$ cat src/rtl/score_bcd_conv.sv
// Binary score to four-digit BCD converter for a 7-segment display, using a
// sequential double-dabble. Optional leading-zero blanking: SCORE_BCD_BLANK_EN.
module score_bcd_conv #(
    parameter int SCORE_W  = 16,
    parameter int MAX_DISP = 9999
) (
    input  logic               clk,
    input  logic               clr,
    input  logic [SCORE_W-1:0] in_score,
    output logic [15:0]        digits,
    output logic               busy,
    output logic               done
);
    typedef enum logic [1:0] {IDLE, SHIFT, DONE} state_t;

    localparam int                 CNT_W   = $clog2(SCORE_W + 1);
    localparam logic [SCORE_W-1:0] MAX_VAL = SCORE_W'(MAX_DISP);
`ifdef SCORE_BCD_BLANK_EN
    localparam logic [15:0] DIGITS_RST = 16'hFFF0;
`else
    localparam logic [15:0] DIGITS_RST = 16'h0000;
`endif

    state_t             state;
    logic [SCORE_W-1:0] last_score;
    logic [SCORE_W-1:0] sreg;
    logic [15:0]        acc;
    logic [CNT_W-1:0]   cnt;
    logic [15:0]        acc_adj;

    // Leading zeros become 4'hF (blank); the ones digit is always shown.
    function automatic logic [15:0] present(input logic [15:0] v);
        logic [15:0] r;
        r = v;
`ifdef SCORE_BCD_BLANK_EN
        if (v[15:12] == 4'd0) begin
            r[15:12] = 4'hF;
            if (v[11:8] == 4'd0) begin
                r[11:8] = 4'hF;
                if (v[7:4] == 4'd0) r[7:4] = 4'hF;
            end
        end
`endif
        return r;
    endfunction

    always_comb begin
        acc_adj = acc;
        for (int i = 0; i < 4; i++) begin
            if (acc[i*4 +: 4] >= 4'd5) acc_adj[i*4 +: 4] = acc[i*4 +: 4] + 4'd3;
        end
    end

    always_ff @(posedge clk) begin
        if (clr) begin
            state      <= IDLE;
            last_score <= '0;
            sreg       <= '0;
            acc        <= '0;
            cnt        <= '0;
            digits     <= DIGITS_RST;
            busy       <= 1'b0;
            done       <= 1'b0;
        end else begin
            done <= 1'b0;
            case (state)
                IDLE: begin
                    if (in_score != last_score) begin
                        last_score <= in_score;
                        sreg       <= (in_score > MAX_VAL) ? MAX_VAL : in_score;
                        acc        <= '0;
                        cnt        <= '0;
                        busy       <= 1'b1;
                        state      <= SHIFT;
                    end
                end
                SHIFT: begin
                    acc  <= {acc_adj[14:0], sreg[SCORE_W-1]};
                    sreg <= {sreg[SCORE_W-2:0], 1'b0};
                    cnt  <= cnt + 1'b1;
                    if (cnt == CNT_W'(SCORE_W - 1)) state <= DONE;
                end
                DONE: begin
                    digits <= present(acc);
                    done   <= 1'b1;
                    busy   <= 1'b0;
                    state  <= IDLE;
                end
                default: begin
                    busy  <= 1'b0;
                    state <= IDLE;
                end
            endcase
        end
    end
endmodule

$ cat config.mk
export PLATFORM = sky130hd
export DESIGN_NAME = score_bcd_conv
export DESIGN_NICKNAME = d
export VERILOG_FILES = /design/src/rtl/score_bcd_conv.sv
export SDC_FILE = /design/constraint.sdc
export NUM_CORES = 1
export LEC_CHECK = 0
export ABC_AREA = 1
export CAP_MARGIN = 20
export CORE_AREA = 5 5 84 86
export CTS_CLUSTER_DIAMETER = 80
export CTS_CLUSTER_SIZE = 24
export DETAILED_ROUTE_END_ITERATION = 8
export DIE_AREA = 0 0 89 91
export PLACE_DENSITY = 0.9
export SYNTH_ARGS = -nofsm -noshare
export SYNTH_HDL_FRONTEND = slang
export SYNTH_SLANG_ARGS = --single-unit
$ cat constraint.sdc
create_clock -name clk -period 2.5 [get_ports clk]
set_clock_uncertainty 0.15 [all_clocks]
set_input_delay 0.25 -clock clk [delete_from_list [all_inputs] [get_ports clk]]
set_output_delay 0.25 -clock clk [all_outputs]
set_load 0.05 [all_outputs]
==> run_results.csv <==
group,metric,value,unit
status,outcome,"complete, no violations",
critical_path,crit_type,"in -> reg",
grt,grt_pass1_wl,13900,µm
sta,finalMaxSlewViolations,0,
synth,synth.yosys.warnings,0,
synth,syn-instance-count,523,
synth,avgSynthCellArea,6.967,µm²
hold_path,min-delay-start,"acc[15]",
critical_path,critPathSlowestCell,"clkdlybuf4s50_1",
sta,fin_crit_sh,78.15,%
synth,synth_nets,551,
hold_path,holdPathStages,2,
critical_path,rr_startpoint,"state[1]",
cts,cts_hold_buf,0,
die,io_pins,36,
synth,yosysSeqAreaShare,40.11,%
synth,syn_area,0.003643,mm²
placed_design,dp_hpwl,5576,µm
critical_path,path_delay_family,"buffers and inverters",
synth,ys_types,28,
critical_path,required,2.62,ns
placed_design,pre_cts_ws,0.2006,ns
die,dieHeight,91,µm
synth,synth-edff-count,0,
sta,setup_viol,0,
critical_path,worst_setup_path_end_kind,"flop",
drt,vias_per_cell,5.492,
grt,antenna_found_initial,0,
sta,fin_hold_ws,0.3270,ns
critical_path,path_max_fanout,26,
critical_path,worst_setup_path_start_kind,"input port",
critical_path,regToRegEndpoint,"sreg[2]",
cts,cts.reportedPaths.clkPinSlew,0.07,ns
synth,async_flop_share,0,%
cts,max-clock-path-buffers,2,
drt,wl_per_cell,12.76,µm
sta,layout_setup_ws,0.5463,ns
critical_path,r2r_slack,0.57,ns
placed_design,port_buffers,35,
drt,dr.pass1.iters,5,
critical_path,r2r_cells,6,
drt,drc_errors,0,
synth,synth_most_common_cell,"nand2_1",
cts,cts-buffers-inserted,9,
final_layout,n_fill_cell,507,
power_and_ir_drop,p_leak,0.001713,µW
die,row_count,29,
cts,clkLatencyLatePin,0.35,ns
sta,tightest_slew,0.6519,ns
synth,yosysTopAreaCell,"dfxtp_1",
cts,cts.sinks,73,
hold_path,min_path_type,"reg -> reg",
synth,yosysTopAreaCellShare,40.11,%
critical_path,critPathBufInv,3,
flow_run,maxCapViolCount,0,
cts,htreeDepth,3,
die,initial_core_util,58.72,%
grt,grt_pass1_vias,3262,
critical_path,crit_arrival,2.07,ns
hold_path,min_to,"acc[15]",
sta,period_minus_slack,1.954,ns
critical_path,worstPathCellList,"clkdlybuf4s50_1 -> inv_2 -> nand2_1 -> nand2_1 -> nor2_1 -> nand2_1 -> nor2_1 -> nand2_1 -> nand2_2 -> buf_4 -> nand3_1 -> a21oi_1",
final_layout,n_antenna_cell,0,
drt,drtIter0Drc,255,
final_layout,fin_nets,578,
placed_design,gp_congestion,0.8608,
sta,fmax,0.5119,GHz
final_layout,areaGrowthSynthToFinish,15.69,%
grt,grt-ovfl-total,0,
synth,ys_ff_latch,73,
synth,ys.flop_type,"dfxtp_1",
die,coreArea,0.006205,mm²
final_layout,multiInputGateArea,0.001787,mm²
sta,grt_setup_unrepaired,"no",
critical_path,critPathMostFrequentCell,"nand2_1",
grt,grt_usage,21.09,%
final_layout,final_util,67.94,%
final_layout,layout-drive-gt1-share,9.009,%
grt,grt_max_degree,66,
drt,drtAntennaViolNets,0,
synth,yosys-top-cells-count,"nand2_1 (101), dfxtp_1 (73), nor2_1 (63)",
drt,vias,3471,
critical_path,critical_path.max_stage_delay,0.56,ns
die,floorplan.die_area,0.008099,mm²
power_and_ir_drop,ir_drop,0.3487,mV
sta,slew_headroom,56.54,%
power_and_ir_drop,p_per_area,603.9,mW/mm²
sta,setup_tns,0,ns
sta,finalHoldViolations,0,
cts,clockRootBuffer,"clkbuf_8",
drt,wl,8064,µm
die,die_w,89,µm
synth,ys_top_cells_by_area,"dfxtp_1 (40%), nand2_1 (10%), a21oi_1 (7.0%)",
final_layout,seq_area,0.001461,mm²
cts,post-cts-setup-buffer-count,0,
cts,cts.repair.resized,0,
cts,cts_tree,"built",
-- worst max path at each step --
stage	from	to	slack (ns)	cells after the start
after floorplan	last_score[2]	sreg[4]	0.95	13
after global placement	in_score[0]	sreg[9]	0.30	12
after detailed placement	in_score[2]	sreg[9]	0.20	12
after CTS	in_score[2]	sreg[9]	0.56	12
after global routing	in_score[4]	sreg[8]	0.32	12
final	in_score[4]	sreg[1]	0.55	12
-- tightest hold or removal path, delay by kind of cell (launching register included) --
family	cells	cell delay, ns
simple gates	1	0.06
flops	1	0.32
compound gates	1	0.05
-- metrics by stage --
stage | cell area (µm²) | total power (µW) | cells
finish | 4215 | 2546 | 632
global route | 4215 | 2663 | 632
CTS | 4215 | 2560 | 632
detailed placement | 3996 | 1556 | 616
global placement | 3996 | 1543 | 616
floorplan | 3643 | 1477 | 523
-- registers in the layout (all words and copies together), names as in the netlist --
signal      count
acc            16
digits         16
last_score     16
sreg           16
cnt             5
state           2
busy            1
done            1
-- per-layer routing --
layer  wire length [µm]  track usage, %  vias up  share of wire [%]
met5                  0               0        -                  0
met4                140           8.313        0                1.7
met3                471           4.525       14                5.8
met2               4017           36.39       94                 50
met1               3435           25.10     1609                 43
li1                   -               -     1754                  -
-- where the power goes --
part           switching (µW)  total, µW  internal (µW)
registers                30.1       1240           1210
logic                     190        297            107
clock network             451       1010            561
total                     670       2550           1880
-- kinds of logic after synthesis --
group | synth area share, %
buffers and inverters | 10.92
and+or+nand+nor | 28.13
adders and majority gates | 3.434
AOI/OAI and AO/OA | 16.69
xor gates and xnor gates | 0.7213
DFF | 40.11
-- layout make-up --
| class | count | share of cell area, % |
|---|---|---|
| Sequential cell | 73 | 34.67 |
| Inverter | 61 | 5.432 |
| Tap cell | 77 | 2.286 |
| Clock inverter | 7 | 2.256 |
| Clock buffer | 9 | 2.939 |
| Timing Repair Buffer | 43 | 10.03 |
| Multi-Input combinational cell | 362 | 42.39 |
-- cells in the final DEF, fill, tap and decap left out, drive strengths merged --
| master | n |
|---|---|
| o211ai | 1 |
| nand2 | 103 |
| nand3 | 53 |
| nor2 | 63 |
| o21ai | 51 |
| and2 | 3 |
| xor2 | 3 |
| clkinvlp | 1 |
| nor3 | 3 |
| a21oi | 57 |
| clkinv | 4 |
| a31oi | 1 |
| inv | 61 |
| bufinv | 2 |
| nand4 | 6 |
| dfxtp | 73 |
| clkbuf | 9 |
| ha | 10 |
| or2 | 2 |
| buf | 8 |
| nand3b | 1 |
| clkdlybuf4s50 | 35 |
| o22ai | 5 |
(Power assumes the default switching activity.)
